### config.mk
export PLATFORM = sky130hd
export DESIGN_NAME = fft8_bfly_scheduler
export DESIGN_NICKNAME = d
export VERILOG_FILES = /design/src/rtl/fft8_bfly_scheduler.sv
export SDC_FILE = /design/constraint.sdc
export NUM_CORES = 1
export LEC_CHECK = 0
export CAP_MARGIN = 25
export CORE_MARGIN = 2
export CORE_UTILIZATION = 30
export DETAILED_ROUTE_END_ITERATION = 8
export GPL_TIMING_DRIVEN = 0
export PLACE_DENSITY = 0.59
export SLEW_MARGIN = 20
export SYNTH_ARGS = -nofsm -noshare
export SYNTH_HDL_FRONTEND = slang
export SYNTH_SLANG_ARGS = --single-unit
### constraint.sdc
create_clock -name i_clk -period 6.2 [get_ports i_clk]
set_input_delay 0.62 -clock i_clk [delete_from_list [all_inputs] [get_ports i_clk]]
set_output_delay 0.62 -clock i_clk [all_outputs]
set_load 0.03 [all_outputs]
### src/rtl/fft8_bfly_scheduler.sv
// 8-point DIT FFT butterfly scheduler: issues 3 stages x 4 butterfly reads,
// generates twiddle indices and PIPE_LAT-delayed write-back addresses.
//
// Ports:
//   i_clk, i_rst (sync, active-high), i_start (sampled in IDLE)
//   o_busy, o_done (1-cycle pulse after final write-back)
//   o_rd_en, o_rd_addr0/1, o_tw_idx, o_stage : read issue side
//   o_wr_en, o_wr_addr0/1                    : write-back side
module fft8_bfly_scheduler #(
  parameter int PIPE_LAT = 2
) (
  input  logic       i_clk,
  input  logic       i_rst,
  input  logic       i_start,
  output logic       o_busy,
  output logic       o_done,
  output logic       o_rd_en,
  output logic [2:0] o_rd_addr0,
  output logic [2:0] o_rd_addr1,
  output logic [1:0] o_tw_idx,
  output logic [1:0] o_stage,
  output logic       o_wr_en,
  output logic [2:0] o_wr_addr0,
  output logic [2:0] o_wr_addr1
);

  typedef enum logic [1:0] {
    IDLE,
    ISSUE,
    DRAIN
  } state_t;

  typedef struct packed {
    logic [2:0] a0;
    logic [2:0] a1;
    logic [1:0] tw;
  } rd_t;

  typedef struct packed {
    logic       vld;
    logic [2:0] a0;
    logic [2:0] a1;
  } wb_t;

  localparam logic [3:0] DRAIN_LEN = 4'(PIPE_LAT);

  state_t     state;
  logic [1:0] stage;
  logic [1:0] k;
  logic [3:0] cnt;
  logic       busy_q;
  logic       done_q;
  logic       rd_en_q;
  rd_t        rd_q;
  logic [1:0] rd_stage_q;
  wb_t        pipe [PIPE_LAT];
  logic       pending;

  // Operand pair for butterfly k of a stage: the stage bit is inserted
  // into k as a zero (addr0) or one (addr1).
  function automatic rd_t addr_gen(
    input logic [1:0] stg,
    input logic [1:0] kk
  );
    logic [2:0] span;
    logic [2:0] pos;
    logic [2:0] grp;
    logic [2:0] shf;
    rd_t        r;
    span = 3'd1 << stg;
    pos  = {1'b0, kk} & (span - 3'd1);
    grp  = {1'b0, kk} >> stg;
    r.a0 = ((grp << 1) << stg) | pos;
    r.a1 = r.a0 + span;
    shf  = pos << (2'd2 - stg);
    r.tw = shf[1:0];
    return r;
  endfunction

  // Reads still in flight that have not yet reached the tail.
  always_comb begin
    pending = 1'b0;
    for (int i = 0; i < PIPE_LAT - 1; i++) begin
      pending = pending | pipe[i].vld;
    end
  end

  always_ff @(posedge i_clk) begin
    if (i_rst) begin
      state      <= IDLE;
      stage      <= 2'd0;
      k          <= 2'd0;
      cnt        <= 4'd0;
      busy_q     <= 1'b0;
      done_q     <= 1'b0;
      rd_en_q    <= 1'b0;
      rd_q       <= '0;
      rd_stage_q <= 2'd0;
    end else begin
      done_q <= 1'b0;
      unique case (state)
        IDLE: begin
          if (i_start) begin
            state      <= ISSUE;
            stage      <= 2'd0;
            k          <= 2'd0;
            busy_q     <= 1'b1;
            rd_en_q    <= 1'b1;
            rd_q       <= addr_gen(2'd0, 2'd0);
            rd_stage_q <= 2'd0;
          end
        end
        ISSUE: begin
          if (k == 2'd3) begin
            state      <= DRAIN;
            k          <= 2'd0;
            cnt        <= DRAIN_LEN;
            rd_en_q    <= 1'b0;
            rd_q       <= '0;
            rd_stage_q <= 2'd0;
          end else begin
            k    <= k + 2'd1;
            rd_q <= addr_gen(stage, k + 2'd1);
          end
        end
        DRAIN: begin
          if (cnt > 4'd1) begin
            cnt <= cnt - 4'd1;
          end else if (stage != 2'd2) begin
            state      <= ISSUE;
            stage      <= stage + 2'd1;
            k          <= 2'd0;
            rd_en_q    <= 1'b1;
            rd_q       <= addr_gen(stage + 2'd1, 2'd0);
            rd_stage_q <= stage + 2'd1;
          end else begin
            // Final stage: leave only once the last write is at the tail.
            cnt <= 4'd0;
            if (!pending) begin
              state  <= IDLE;
              stage  <= 2'd0;
              busy_q <= 1'b0;
              done_q <= 1'b1;
            end
          end
        end
        default: begin
          state <= IDLE;
        end
      endcase
    end
  end

  // Write-back delay line; a read shown in cycle c appears at the tail
  // in cycle c+PIPE_LAT.
  always_ff @(posedge i_clk) begin
    if (i_rst) begin
      for (int i = 0; i < PIPE_LAT; i++) begin
        pipe[i] <= '0;
      end
    end else begin
      pipe[0] <= wb_t'({rd_en_q, rd_q.a0, rd_q.a1});
      for (int i = 1; i < PIPE_LAT; i++) begin
        pipe[i] <= pipe[i-1];
      end
    end
  end

  assign o_busy     = busy_q;
  assign o_done     = done_q;
  assign o_rd_en    = rd_en_q;
  assign o_rd_addr0 = rd_q.a0;
  assign o_rd_addr1 = rd_q.a1;
  assign o_tw_idx   = rd_q.tw;
  assign o_stage    = rd_stage_q;
  assign o_wr_en    = pipe[PIPE_LAT-1].vld;
  assign o_wr_addr0 = pipe[PIPE_LAT-1].a0;
  assign o_wr_addr1 = pipe[PIPE_LAT-1].a1;

endmodule

# After elaboration in Yosys (flattened, before gate mapping)
# Memories as Yosys holds them, arrays and structs flattened.
# Cells that the tools add are included.
# totals
regBits	23
mem_bits_rw	14
inputBits	3
output_inout_bits	20
elab_cells	99
n_memories	1
# op_classes
add_sub_neg	8
order_cmp	1
eq_ne	12
n_shift	8
muxes	42
bitwise	5
n_reduce_logical	11
# mem_list
memory	depth	word_bits	rd	rd_ports_with_merged_regs	wr	line_no	rtl
pipe	2	7	2	0	2	56	wb_t pipe [PIPE_LAT];
# op_table
operator	n
$mux W8	4
$mux W2	14
$pmux W8 S3	1
$pmux W2 S3	3
$mux W7	2
$ne A2 B2 Y1 const B	7
$mux W4	3
$reduce_and A4 Y1	3
$mux W1	11
$reduce_and A5 Y1	2
$pmux W4 S2	1
$add A3 B3 Y3	2
$ne A3 B3 Y1 const B	2
$shl A1 B2 Y3 const A	2
$shl A3 B2 Y3	2
$add A2 B1 Y2 const B	2
$eq A2 B2 Y1 const B	2
$gt A4 B1 Y1 const B	1
$pmux W2 S2	1
$reduce_bool A2 Y1	2
$reduce_or A4 Y1	1
$sub A2 B2 Y2 const A	2
$sub A4 B1 Y4 const B	1
$and A2 B3 Y3	1
14 further kinds	15

# Longest topological paths before layout
# logic_depth
word_depth	7
mapped_depth	9
depth_no_buf	8

# Worst setup path before layout
# Ideal clock, no wire load.
# synth_timing
path_type	register to register
start	reg stage[0]
end	reg rd_q, in the netlist o_rd_addr1[1]
setup_ps	132
arrival_ps	2098
required_time_ps	6068
setup_slack_ps	3970
stages_incl_launch_ff	10
path_buffers	1
period_less_slack_ps	2230
cell_sequence	dfxtp_1 -> clkbuf_1 -> inv_1 -> ha_1 -> xor2_1 -> o32ai_1 -> fa_1 -> a22o_1 -> nand4_1 -> a21oi_1
# synth_via
elab_chain_cells	7
word_cells_on_any_way	19
classes_between	4 x add/sub; 2 x eq/ne; 6 x shift; 4 x mux; 2 x bitwise; 1 x reduce/logical
# synth_rtl
element	line_no	rtl
start: declaration	48	logic [1:0] stage;
start signal: assignment	131	stage <= stage + 2'd1;
$add A2 B1 Y2 / $shl A1 B2 Y3 (equally long branches)	134, 70	
$shr A1 B2 Y2 / $sub A3 B1 Y3 (equally long branches)	72, 71	
$shl A3 B2 Y3 / $and A2 B3 Y3 (equally long branches)	73, 71	
$add A3 B3 Y3 / $or A3 B3 Y3 (equally long branches)	74, 73	
$mux W8 / $add A3 B3 Y3 (equally long branches)	129, 74	
$mux W8 (on tied branches)	127, 114	
$pmux W8 S3	101	unique case (state)
end signal: assignment	109	rd_q <= addr_gen(2'd0, 2'd0);
end signal: assignment	123	rd_q <= addr_gen(stage, k + 2'd1);
end signal: assignment	134	rd_q <= addr_gen(stage + 2'd1, 2'd0);
end: declaration	54	rd_t rd_q;
# Several ways; a longest one is shown, not always the timed one. The select of a mux whose other input is x is not followed.
# A chain may end at the register's enable or synchronous reset.

# Worst setup path in the final report
# Same ends and word-level chain as after synthesis.

==> results.txt <==
The flow ran to the end, and the final reports show no timing, DRC or antenna violations. The first routing iteration left 125 violations. The number of distinct library cells after synthesis was 44.

The wire length per cell after detailed routing was 13.4 um; the slack of the worst reg-to-reg path was 3.65 ns. TritonCTS built the clock tree. For the worst-skew pair, the clock arrives at the later sink with an insertion delay of 0.29 ns.

The maximum number of pins on one net before global-route repair came out at 14. The Yosys step of the flow raised 0 warnings. In this design, the largest share of critical-path delay is due to adder cells. For the number of max-cap violations, the log shows 0. The critical path goes through clkbuf_1 -> inv_1 -> ha_1 -> xor2_1 -> o32ai_1 -> fa_1 -> a22o_1 -> nand4_1 -> a21oi_1. The endpoint identified for the worst register-to-register timing path is o_rd_addr1[1]. The via count of the first global-routing pass was 1408; the largest clock skew in the final design was 0.00732 ns. In this run the cell area of the synthesized design comes to 1850 sq um. The fraction of registers with async set or reset after synthesis came out at 0. Data on the critical path is required at its endpoint by 6.36 ns.

The tools report the kind of start point of the critical path as a flip-flop. Routability-driven placement finished with a final weighted congestion of 0.919. The die covers 6810 sq um.

The total grt overflow is 0. The proportion of layout cells with a drive suffix above 1 works out to 0.112. In this run the tool buffered the top-level ports with 21 buffer cells. The worst hold path begins at pipe[0][1].

Y dimension of the die: 82.5 um. From left edge to right edge, the die measures 82.5 um. For the finished layout, the period the worst path requires is 2.55 ns. At the pin with the least slew margin, the transition time is 0.674 ns.

Summing over every cut layer, the via total after detailed routing is 1565. The tools report the number of CTS-inserted buffers as 5. The root buffer cell was sky130_fd_sc_hd__clkbuf_8. For this design the ratio of total power to cell area is 327 nW/um^2.

Leaving out fill and tap cells, the most frequent cells in the layout are 37 x sky130_fd_sc_hd__dfxtp_1, 21 x sky130_fd_sc_hd__clkdlybuf4s50_1, 15 x sky130_fd_sc_hd__nor2b_1, 15 x sky130_fd_sc_hd__o21ai_0. Counting buffers and inverters, the worst setup path is 9 cells deep. From synthesis to final layout, the design area changed by 22.7%. Measured in cells, the most critical reg-to-reg path has a length of 9. Clock-pin slew was measured on the worst setup and hold paths at 0.08 ns. For the number of placement rows, the log shows 28. Setup slack on the critical path of the routed design comes to 3.65 ns.

The overall global routing resource usage is 0.133, and the number of sinks on the clock net is 37. The startpoint identified for the worst register-to-register timing path is stage[0]. The logs give 2 for the number of levels the H-tree was split into and 0.549 for the tightest slew margin relative to the limit.

In this run the count of I/O pins placed on the die edge is 23. The tools report the end point of the worst hold path as pipe[0][8]. 0 antenna diodes ended up in the layout.

Counting flops with a built-in enable in the synthesized netlist gives 0. Timing analysis after detailed placement gives a worst setup slack of 3.66 ns. Detailed placement finished with a half-perimeter wire length of 3050 um. The cell depth of the worst hold path is 1, and the total number of nets in the final design is 248. Data on the critical path arrives at its endpoint at 2.72 ns.

The final-report hold violation count was 0; the first-pass GRT wire length was 6780 um. The average vias per placed instance is 5.10, and the leakage power is 0.000826 uW. The total wire length was 4130 um; the portion of the clock cycle consumed by the worst path in the final layout was 0.412. The first-pass iteration count of the detailed router was 4; the core area was 5960 sq um. The most common cell after layout, fill and taps aside is sky130_fd_sc_hd__dfxtp_1. The number of buffers and inverters on the critical path is 2. The logs give 0 for the number of slew-limit violations in the final report and 0 for the setup-violating endpoint count in the final report. The final sum of negative setup slack is 0 ns, and the count of cells resized by post-cts repair is 0. The classification of the worst-slack hold path was flip-flop to flip-flop.

The setup fix buffers added after clock tree synthesis was 0; the number of nets still failing antenna checks after routing was 0. Timing would allow up to 392 MHz. The run gives 0 as the hold-fix buffer count after cts. For the remaining routing DRC violations, the log shows 0.

Across the VDD grid, the largest voltage drop is 0.183 mV. Synthesis produced 203 cells. The critical path's slowest cell is sky130_fd_sc_hd__fa_1. Setup repair after global routing left no endpoint under its margin.

Kind of critical path: flip-flop to flip-flop. The logs give 0.311 for the initial core utilization and 220 for the total nets after synthesis. Most used flip-flop cell after synthesis: sky130_fd_sc_hd__dfxtp_1. The per-instance average area after synthesis is 9.11 sq um. The largest single stage delay on the critical path is 0.50 ns.

Largest fanout of any net on the critical path: 9. Counting along the longest clock path gives a buffer depth of 2. The number of synthesized register bits is 37, and the initial antenna violation count is 0. The sequential share of the synthesized area is 0.401.

The worst setup path is captured at a flip-flop.
## layout make-up
class / count / area, sq um
Tap cell: 75 / 93.8
Fill cell: 606 / 3690
Buffer: 17 / 98.8
Multi-Input combinational cell: 135 / 957
Clock inverter: 3 / 46.3
Inverter: 14 / 52.6
Clock buffer: 5 / 68.8
Timing Repair Buffer: 21 / 210
Sequential cell: 37 / 741
## metrics by stage
stage	instance area [sq um]	std cells	power, uW	hold slack, ns	util
after floorplan	1850	203	461	0.414	-
after global placement	2150	299	530	0.417	0.362
after detailed placement	2150	299	534	0.425	0.362
after CTS	2270	307	748	0.445	0.381
after global routing	2270	307	789	0.461	0.381
final	2270	307	741	0.440	0.381
## where the power goes
part / switching, uW / total (uW) / internal (uW)
sequential: 18.2 / 281 / 263
combinational: 156 / 251 / 94.6
clock: 89.1 / 209 / 120
## kinds of logic (layout without fill, tap and decap cells)
kind of cell               Yosys count  count (layout)  synth area share
AOI/OAI and AO/OA                   56              56             0.210
xor gates and xnor gates             1               1           0.00474
adders and majority gates           14              14            0.0988
buffers and inverters               31              60            0.0819
DFF                                 37              37             0.401
muxes                                2               2            0.0115
other                                1               1           0.00203
and+or+nand+nor                     61              61             0.191
## sequential cells by signal, summed over array words and instances, names as in the netlist
register    cells
cnt             4
stage           2
o_busy          1
o_rd_addr0      3
state           2
o_done          1
o_rd_addr1      3
o_stage         2
o_rd_en         1
k               2
pipe           14
o_tw_idx        2
## worst max path at each step
stage                                to  slack (ns)  startpoint
after floorplan           o_rd_addr1[1]        3.97    stage[0]
after global placement    o_rd_addr1[1]        3.70    stage[0]
after detailed placement  o_rd_addr1[1]        3.66    stage[0]
after CTS                 o_rd_addr1[1]        3.66    stage[0]
after global routing      o_rd_addr1[1]        3.48    stage[0]
final                     o_rd_addr1[1]        3.65    stage[0]
## Yosys cell counts (2+ instances only)
library cell                 n  area, sq um
sky130_fd_sc_hd__a21oi_1    14         70.1
sky130_fd_sc_hd__a221oi_1    2         17.5
sky130_fd_sc_hd__a311oi_1    2         17.5
sky130_fd_sc_hd__a31oi_1     2         12.5
sky130_fd_sc_hd__buf_2       2         10.0
sky130_fd_sc_hd__buf_4       8         60.1
sky130_fd_sc_hd__clkbuf_1    5         18.8
sky130_fd_sc_hd__clkbuf_2    2         10.0
sky130_fd_sc_hd__dfxtp_1    37          741
sky130_fd_sc_hd__ha_1       13          163
sky130_fd_sc_hd__inv_1      14         52.6
sky130_fd_sc_hd__nand2_1    10         37.5
sky130_fd_sc_hd__nand2b_1    6         37.5
sky130_fd_sc_hd__nand3_1     7         35.0
sky130_fd_sc_hd__nand4_1     3         18.8
sky130_fd_sc_hd__nand4b_1    2         17.5
sky130_fd_sc_hd__nor2_1      5         18.8
sky130_fd_sc_hd__nor2b_1    15         93.8
sky130_fd_sc_hd__nor4_1      3         18.8
sky130_fd_sc_hd__o2111ai_1   2         17.5
sky130_fd_sc_hd__o211ai_1    2         15.0
sky130_fd_sc_hd__o21ai_0    15         75.1
sky130_fd_sc_hd__o311ai_0    2         17.5
sky130_fd_sc_hd__o31ai_1     2         15.0
sky130_fd_sc_hd__o41ai_1     6         52.6
sky130_fd_sc_hd__or4_1       4         30.0
## worst reg2reg max path, cell delays in order, from the launching register on
cell                       delay [ns]
sky130_fd_sc_hd__dfxtp_1         0.39
sky130_fd_sc_hd__clkbuf_1        0.33
sky130_fd_sc_hd__inv_1           0.15
sky130_fd_sc_hd__ha_1            0.29
sky130_fd_sc_hd__xor2_1          0.18
sky130_fd_sc_hd__o32ai_1         0.24
sky130_fd_sc_hd__fa_1            0.50
sky130_fd_sc_hd__a22o_1          0.20
sky130_fd_sc_hd__nand4_1         0.09
sky130_fd_sc_hd__a21oi_1         0.07
## metal layers
layer,vias up,routed length [um],global-route usage
li1,785,-,-
met1,727,2010,0.177
met3,6,184,0.0293
met2,47,1880,0.213
met4,0,55,0.0443
met5,-,0,0
No activity file was read; power rests on OpenSTA's default activity.
